==> config.mk <==
export PLATFORM = sky130hd
export DESIGN_NAME = sd_spi_phy
export DESIGN_NICKNAME = d
export VERILOG_FILES = /design/src/rtl/sd_spi_phy.sv
export SDC_FILE = /design/constraint.sdc
export NUM_CORES = 1
export LEC_CHECK = 0
export ABC_AREA = 1
export CORE_ASPECT_RATIO = 0.8
export CORE_MARGIN = 2
export CORE_UTILIZATION = 56
export DETAILED_ROUTE_END_ITERATION = 16
export HOLD_SLACK_MARGIN = 0.03
export PLACE_DENSITY = 0.83
export SLEW_MARGIN = 20
export SYNTH_ARGS = -nofsm -noshare
export SYNTH_HDL_FRONTEND = slang
export SYNTH_SLANG_ARGS = --single-unit
export TNS_END_PERCENT = 1
==> constraint.sdc <==
create_clock -name clk -period 3.3 [get_ports clk]
set_input_delay 0.66 -clock clk [delete_from_list [all_inputs] [get_ports clk]]
set_output_delay 0.66 -clock clk [all_outputs]
set_load 0.01 [all_outputs]
==> src/rtl/sd_spi_phy.sv <==
`timescale 1ns/1ps
`default_nettype none
// ============================================================================
// Module   : sd_spi_phy
// Purpose  : SPI mode-0 byte master for SD cards, with power-up dummy clocks.
//            Define SD_SPI_PHY_CRC16_EN to build the CRC-16/XMODEM accumulator.
// Revision : 1.0
// ============================================================================
module sd_spi_phy #(
  parameter int CLK_DIV_SLOW     = 125,
  parameter int CLK_DIV_FAST     = 1,
  parameter int INIT_CLOCK_BYTES = 10
) (
  input  logic        clk,
  input  logic        rst_n,
  input  logic        fast,
  input  logic        cs_assert,
  input  logic        init_start,
  output logic        init_done,
  input  logic [7:0]  tx_data,
  input  logic        tx_valid,
  output logic        tx_ready,
  output logic [7:0]  rx_data,
  output logic        rx_valid,
  output logic        busy,
  input  logic        crc_clear,
  input  logic        crc_sel,
  output logic [15:0] crc16,
  output logic        spi_clk,
  output logic        spi_mosi,
  output logic        spi_cs,
  input  logic        spi_miso
);

  // A divider of 0 is meaningless, so it behaves as 1.
  localparam int DIV_SLOW    = (CLK_DIV_SLOW < 1) ? 1 : CLK_DIV_SLOW;
  localparam int DIV_FAST    = (CLK_DIV_FAST < 1) ? 1 : CLK_DIV_FAST;
  localparam int DIV_MAX     = (DIV_SLOW > DIV_FAST) ? DIV_SLOW : DIV_FAST;
  localparam int DW          = $clog2(DIV_MAX + 1);
  localparam int INIT_PULSES = 8 * ((INIT_CLOCK_BYTES < 1) ? 1 : INIT_CLOCK_BYTES);
  localparam int PW          = $clog2(INIT_PULSES);

  localparam logic [DW-1:0] C_DIV_SLOW  = DW'(DIV_SLOW);
  localparam logic [DW-1:0] C_DIV_FAST  = DW'(DIV_FAST);
  localparam logic [PW-1:0] C_INIT_LAST = PW'(INIT_PULSES - 1);
  localparam logic [PW-1:0] C_BYTE_LAST = PW'(7);

  typedef enum logic [2:0] {
    S_IDLE     = 3'd0,
    S_INIT     = 3'd1,
    S_SHIFT_LO = 3'd2,
    S_SHIFT_HI = 3'd3,
    S_DONE     = 3'd4
  } state_t;

  state_t          state_q, state_d;
  logic [DW-1:0]   div_q, div_d;
  logic [DW-1:0]   cnt_q, cnt_d;
  logic [PW-1:0]   pcnt_q, pcnt_d;
  logic [7:0]      txsh_q, txsh_d;
  logic [7:0]      rxsh_q, rxsh_d;
  logic [7:0]      rx_data_q, rx_data_d;
  logic            rx_valid_q, rx_valid_d;
  logic            init_done_q, init_done_d;
  logic            sclk_q, sclk_d;
  logic            mosi_q, mosi_d;
  logic            cs_q, cs_d;

  logic            w_cnt_tc;
  logic [PW-1:0]   w_pcnt_last;

  assign w_cnt_tc    = (cnt_q == (div_q - DW'(1)));
  assign w_pcnt_last = (state_q == S_INIT) ? C_INIT_LAST : C_BYTE_LAST;

  always_comb begin
    state_d     = state_q;
    div_d       = div_q;
    cnt_d       = cnt_q;
    pcnt_d      = pcnt_q;
    txsh_d      = txsh_q;
    rxsh_d      = rxsh_q;
    rx_data_d   = rx_data_q;
    rx_valid_d  = 1'b0;
    init_done_d = 1'b0;
    sclk_d      = sclk_q;
    mosi_d      = mosi_q;
    cs_d        = cs_q;

    case (state_q)
      S_IDLE: begin
        sclk_d = 1'b0;
        mosi_d = 1'b1;
        cs_d   = ~cs_assert;
        cnt_d  = '0;
        pcnt_d = '0;
        if (init_start) begin
          state_d = S_INIT;
          cs_d    = 1'b1;
          div_d   = C_DIV_SLOW;
        end else if (tx_valid) begin
          state_d = S_SHIFT_LO;
          div_d   = fast ? C_DIV_FAST : C_DIV_SLOW;
          mosi_d  = tx_data[7];
          txsh_d  = {tx_data[6:0], 1'b0};
        end
      end

      // Dummy clocks reuse the SCK level as the phase flag.
      S_INIT: begin
        cs_d   = 1'b1;
        mosi_d = 1'b1;
        if (w_cnt_tc) begin
          cnt_d = '0;
          if (!sclk_q) begin
            sclk_d = 1'b1;
          end else begin
            sclk_d = 1'b0;
            if (pcnt_q == w_pcnt_last) begin
              state_d     = S_IDLE;
              init_done_d = 1'b1;
            end else begin
              pcnt_d = pcnt_q + PW'(1);
            end
          end
        end else begin
          cnt_d = cnt_q + DW'(1);
        end
      end

      S_SHIFT_LO: begin
        if (w_cnt_tc) begin
          cnt_d   = '0;
          sclk_d  = 1'b1;
          rxsh_d  = {rxsh_q[6:0], spi_miso};
          state_d = S_SHIFT_HI;
        end else begin
          cnt_d = cnt_q + DW'(1);
        end
      end

      S_SHIFT_HI: begin
        if (w_cnt_tc) begin
          cnt_d  = '0;
          sclk_d = 1'b0;
          if (pcnt_q == w_pcnt_last) begin
            state_d    = S_DONE;
            mosi_d     = 1'b1;
            rx_data_d  = rxsh_q;
            rx_valid_d = 1'b1;
          end else begin
            pcnt_d  = pcnt_q + PW'(1);
            mosi_d  = txsh_q[7];
            txsh_d  = {txsh_q[6:0], 1'b0};
            state_d = S_SHIFT_LO;
          end
        end else begin
          cnt_d = cnt_q + DW'(1);
        end
      end

      S_DONE: begin
        state_d = S_IDLE;
      end

      default: begin
        state_d = S_IDLE;
      end
    endcase
  end

  always_ff @(posedge clk or negedge rst_n) begin
    if (!rst_n) begin
      state_q     <= S_IDLE;
      div_q       <= C_DIV_SLOW;
      cnt_q       <= '0;
      pcnt_q      <= '0;
      txsh_q      <= '0;
      rxsh_q      <= '0;
      rx_data_q   <= '0;
      rx_valid_q  <= 1'b0;
      init_done_q <= 1'b0;
      sclk_q      <= 1'b0;
      mosi_q      <= 1'b1;
      cs_q        <= 1'b1;
    end else begin
      state_q     <= state_d;
      div_q       <= div_d;
      cnt_q       <= cnt_d;
      pcnt_q      <= pcnt_d;
      txsh_q      <= txsh_d;
      rxsh_q      <= rxsh_d;
      rx_data_q   <= rx_data_d;
      rx_valid_q  <= rx_valid_d;
      init_done_q <= init_done_d;
      sclk_q      <= sclk_d;
      mosi_q      <= mosi_d;
      cs_q        <= cs_d;
    end
  end

  assign tx_ready  = (state_q == S_IDLE);
  assign busy      = (state_q != S_IDLE);
  assign rx_data   = rx_data_q;
  assign rx_valid  = rx_valid_q;
  assign init_done = init_done_q;
  assign spi_clk   = sclk_q;
  assign spi_mosi  = mosi_q;
  assign spi_cs    = cs_q;

`ifdef SD_SPI_PHY_CRC16_EN
  logic [15:0] crc_q, crc_d;
  logic [7:0]  txbyte_q;

  // CRC-16/XMODEM, one byte per call, MSB first.
  function automatic logic [15:0] crc16_byte(input logic [15:0] crc_in, input logic [7:0] data);
    logic [15:0] r;
    r = crc_in ^ {data, 8'h00};
    for (int i = 0; i < 8; i++) begin
      r = r[15] ? ({r[14:0], 1'b0} ^ 16'h1021) : {r[14:0], 1'b0};
    end
    return r;
  endfunction

  always_comb begin
    crc_d = crc_q;
    if (crc_clear) begin
      crc_d = 16'h0000;
    end else if (state_q == S_DONE) begin
      crc_d = crc16_byte(crc_q, crc_sel ? rx_data_q : txbyte_q);
    end
  end

  always_ff @(posedge clk or negedge rst_n) begin
    if (!rst_n) begin
      crc_q    <= 16'h0000;
      txbyte_q <= 8'h00;
    end else begin
      crc_q <= crc_d;
      if (state_q == S_IDLE && !init_start && tx_valid) begin
        txbyte_q <= tx_data;
      end
    end
  end

  assign crc16 = crc_q;
`else
  logic unused_crc_inputs;
  assign unused_crc_inputs = ^{crc_clear, crc_sel};
  assign crc16             = 16'h0000;
`endif

endmodule
`default_nettype wire
* After elaboration in Yosys (flattened, before gate mapping) *
Cells that the tools add are included.

storage, ports and cells
  flip-flop bits (word level) = 53
  bits in latches = 0
  bits in writable memories = 0
  bits in read-only memories = 0
  input bits = 17
  output and inout port bits = 31
  logic and storage cells = 90
  memories = 0

cells by class
  $add $sub $neg = 3
  multipliers = 0
  divide/modulo/power cells = 0
  magnitude comparators = 0
  eq/ne operators = 14
  shift-type cells = 0
  muxes and demuxes = 43
  bitwise operators = 1
  reductions and logical operators = 17

operator list
  kind                                                                   number
  7-bit two-way mux                                                      9
  8-bit two-way mux                                                      4
  3-bit two-way mux                                                      8
  7-bit case mux with 3 select lines                                     1
  8-bit case mux with 2 select lines                                     1
  1-bit two-way mux                                                      15
  7-bit by 1-bit adder with 7-bit output, second input constant          2
  7-bit equality test                                                    2
  2-bit inequality test, second input constant                           7
  7-bit case mux with 2 select lines                                     1
  3-bit case mux with 4 select lines                                     1
  4-bit AND reduction                                                    2
  2-bit nonzero test                                                     4
  7-bit by 1-bit subtractor with 7-bit output, second input constant     1
  3-bit by 2-bit equality test with 1-bit output, second input constant  2
  2-bit AND reduction                                                    3
  6-bit AND reduction                                                    1
  3-bit nonzero test                                                     2
  5-bit AND reduction                                                    1
  1-bit case mux with 4 select lines                                     1
  4-bit nonzero test                                                     1
  3-bit by 1-bit equality test with 1-bit output, second input constant  1
  3-bit zero test                                                        1
  3-bit inequality test, second input constant                           1
  other kinds (6)                                                        6

* Logic depth before layout (Yosys ltp) *
  word-level depth = 7
  gate-level depth with buffers = 11
  depth with buffers taken out = 9

* Worst setup path before layout *
OpenSTA, ideal clock, no wires.

  kind = reg2out
  start point = register state_q[2]
  end point = output tx_ready
  data arrival time = 0.927 ns
  required time = 2.640 ns
  slack = 1.713 ns
  stages on the path, launching flop included = 4
  cells stage by stage = dfrtp_1 -> nor2_1 -> nand2_1 -> inv_1

on the way
  word-level cells in the longest chain between the ends = 1

ends and longest elaborated chain
  what                    RTL line  text
  start, declared         56        state_t state_q, state_d;
  start signal, assigned  186       state_q <= state_d;
  3-bit zero test         201       assign tx_ready = (state_q == S_IDLE);
  end, declared           22        output logic tx_ready,

No other way between the ends.

* Final worst setup path *
Same ends and word-level chain as after synthesis.

==> out/metrics.yaml <==
setup_path:
  critical_path.max_stage_delay_ns: 0.56
  critical_path_class: "reg -> out"
  setup.worst_path.end_class: "output port"
  worstSetupStartpointType: "register"
  worstPathCellList: "nor2_1, nand2_1, inv_1, clkdlybuf4s50_1"
  cp_slowest_cell: "sky130_fd_sc_hd__clkdlybuf4s50_1"
  critPathRequiredTime_ns: 2.64
  critical_path.max_fanout: 5
  crit_family: "buffers and inverters"
  path_buf_inv: 2
  crit_arrival_ns: 1.84
layout:
  antenna-diode-count: 0
  areaGrowthSynthToFinish_pct: 13.30
  layout.nets: 362
  post_route_cells_drive_above_1_share_pct: 11.37
floorplanning:
  die_area_um2: 5075
  die-height_um: 64.12
  placement_rows: 21
  chipWidth_um: 79.15
  pin_count: 48
  floorplan.core_area_um2: 4257
  floorplan.initialDensity_pct: 59.44
timing:
  skew_ns: 0.009718
  max_clock_freq_mhz: 400.0
  unrepaired_setup_endpoints_after_global_routing: "no"
  finalCritPeriodShare_pct: 75.76
  tightest_slew_ns: 0.5842
  slew_violations: 0
  layout_min_cycle_time_ns: 2.500
  hold_viol_final: 0
  maxSlewHeadroom_pct: 61.01
  setup_viol: 0
  finalSetupTns_ns: 0
logic_synthesis:
  yosysSeqAreaShare_pct: 45.65
  post-synth-top-area-fraction_pct: 42.53
  syn_area_per_cell_um2: 8.057
  yosys_register_bits: 46
  yosysTopAreaCell: "sky130_fd_sc_hd__dfrtp_1"
  netlist-cell-type-count: 32
  syn-instance-count: 314
  yosys_warnings: 0
  synthesis.area_um2: 2530
  yosys-top-cells-area: "sky130_fd_sc_hd__dfrtp_1 43%, sky130_fd_sc_hd__nand2_1 15%, sky130_fd_sc_hd__buf_4 5.3%"
detailed_routing:
  postRouteAntennaNets: 0
  wl_per_cell_um: 12.48
  detail_route.iter0.violations: 157
  dr.pass1.iters: 4
  route.vias.total: 2034
  routed_via_density: 5.085
  drt_wl_total_mm: 4.990
  post-route-drc-count: 0
hold_path:
  min-delay-path-class: "in -> async"
place:
  hpwl_mm: 3.588
  place.gp.congestion: 0.8262
  port_buffers: 29
power_and_ir_drop:
  irDropWorstVdd_mv: 0.4156
  power.leakage_nw: 1.395
  power_mw: 1.920
  pwr_density_cell_nw_per_um2: 669.9
global_route:
  grt_first_pass_wirelength_mm: 8.362
  grt_pass1_vias: 1882
  globalRouteOverflowTotal: 0
  number_of_antenna_violations_at_the_first_check_in_global_routing: 0
  track_usage_pct: 21.07
  grt_max_degree: 47
status:
  outcome: "finished, final reports clean"
job:
  max-cap-violations: 0
cts:
  cts_buffers: 5
  clk_pin_slew_ns: 0.10
  cts_sinks: 46
  cts_setup_buffers: 0
  cts-htree-levels: 2
  cts_repair_resize_count: 0
  cts_buffer_depth: 2
  cts_tree: "done"
  ctsRootBufferMaster: "sky130_fd_sc_hd__clkbuf_8"
  clock_latency_ns: 0.31
  post_cts_hold_buffer_count: 0
[through the flow]
stage                     instances  util, %  area, µm²  hold WS [ns]  setup WS, ns
after global routing            400    67.34       2867        0.3910        0.6832
after CTS                       400    67.28       2864        0.4793        0.7894
after global placement          392    65.08       2770        0.4518         1.168
after detailed placement        392    65.08       2770        0.4606         1.143
after floorplan                 329        -       2586        0.3644         1.713
final                           400    67.34       2867        0.3371        0.7998
[cells in the final DEF, fill, tap and decap left out, types with 2 or more instances in the layout]
master	instances
sky130_fd_sc_hd__nand3b_1	2
sky130_fd_sc_hd__or2_2	2
sky130_fd_sc_hd__dfstp_2	3
sky130_fd_sc_hd__conb_1	16
sky130_fd_sc_hd__nand3_2	2
sky130_fd_sc_hd__xor2_1	3
sky130_fd_sc_hd__nor2_1	30
sky130_fd_sc_hd__nand4_1	9
sky130_fd_sc_hd__clkbuf_8	5
sky130_fd_sc_hd__nand2_2	3
sky130_fd_sc_hd__clkdlybuf4s50_1	28
sky130_fd_sc_hd__o21ai_0	14
sky130_fd_sc_hd__dfrtp_1	43
sky130_fd_sc_hd__nor2_2	3
sky130_fd_sc_hd__ha_1	3
sky130_fd_sc_hd__nand2_1	100
sky130_fd_sc_hd__nand3_1	16
sky130_fd_sc_hd__a21oi_1	10
sky130_fd_sc_hd__inv_1	25
sky130_fd_sc_hd__o21ai_2	11
[flip-flops by register name, summed over array words and instances (netlist names)]
signal / cells
cnt_q: 7
spi_mosi: 1
init_done: 1
rx_valid: 1
txsh_q: 7
rx_data: 8
state_q: 3
rxsh_q: 8
spi_cs: 1
spi_clk: 1
pcnt_q: 7
div_q: 1
[final timing paths]
kind	startpoint	endpoint	slack, ns	depth (start not counted)
min in group clk	spi_mosi	spi_mosi	0.48	2
hold reg to reg	spi_mosi	spi_mosi	0.48	2
max in group asynchronous	rst_n	div_q[5]	2.55	1
setup reg to reg	state_q[0]	rx_data[0]	1.15	9
hold / removal	rst_n	cnt_q[2]	0.34	1
setup / recovery	state_q[2]	tx_ready	0.80	4
[cell type report]
| class | count | area [µm²] |
|---|---|---|
| Clock inverter | 3 | 25.02 |
| Tap cell | 57 | 71.32 |
| Multi-Input combinational cell | 234 | 1161 |
| Inverter | 26 | 97.59 |
| Clock buffer | 5 | 68.82 |
| Fill cell | 383 | 1390 |
| Timing Repair Buffer | 29 | 287.8 |
| Sequential cell | 46 | 1155 |
[layer usage]
metal | track usage (%) | wire length, µm | vias to the layer above
met2 | 34.53 | 2327 | 45
met1 | 28.66 | 2399 | 952
met3 | 4.237 | 210 | 6
met5 | 0 | 0 | -
met4 | 5.819 | 53 | 0
li1 | - | - | 1031
[synthesized netlist by cell type]
cell type	count
sky130_fd_sc_hd__a21oi_1	10
sky130_fd_sc_hd__a32oi_1	1
sky130_fd_sc_hd__buf_2	3
sky130_fd_sc_hd__buf_4	18
sky130_fd_sc_hd__buf_6	2
sky130_fd_sc_hd__conb_1	1
sky130_fd_sc_hd__dfrtp_1	43
sky130_fd_sc_hd__dfstp_2	3
sky130_fd_sc_hd__ha_1	3
sky130_fd_sc_hd__inv_1	25
sky130_fd_sc_hd__inv_2	1
sky130_fd_sc_hd__nand2_1	100
sky130_fd_sc_hd__nand2_2	3
sky130_fd_sc_hd__nand2_4	1
sky130_fd_sc_hd__nand3_1	16
sky130_fd_sc_hd__nand3_2	2
sky130_fd_sc_hd__nand3_4	1
sky130_fd_sc_hd__nand3b_1	2
sky130_fd_sc_hd__nand4_1	9
sky130_fd_sc_hd__nand4_4	1
sky130_fd_sc_hd__nor2_1	30
sky130_fd_sc_hd__nor2_2	3
sky130_fd_sc_hd__nor2_4	1
sky130_fd_sc_hd__nor3_1	1
sky130_fd_sc_hd__nor3_4	1
sky130_fd_sc_hd__nor4_1	1
sky130_fd_sc_hd__o21ai_0	14
sky130_fd_sc_hd__o21ai_1	1
sky130_fd_sc_hd__o21ai_2	11
sky130_fd_sc_hd__or2_2	2
sky130_fd_sc_hd__xnor2_1	1
sky130_fd_sc_hd__xor2_1	3
[kinds of logic (layout without fill, tap and decap cells)]
kind of cell,Yosys count,in the layout,share of synthesized area (%)
xor+xnor,4,4,1.385
simple gates,174,174,31.55
buf+inv,49,63,10.68
other cells,1,16,0.1482
fa+ha+maj,3,3,1.484
flops,46,46,45.65
compound gates,37,37,9.100
[report_power, final]
part           switching [mW]  internal, mW  total [mW]
clock                   0.212         0.153       0.365
sequential             0.0844         0.699       0.783
combinational           0.504         0.268       0.772
Power figures use the tool's default switching activity.
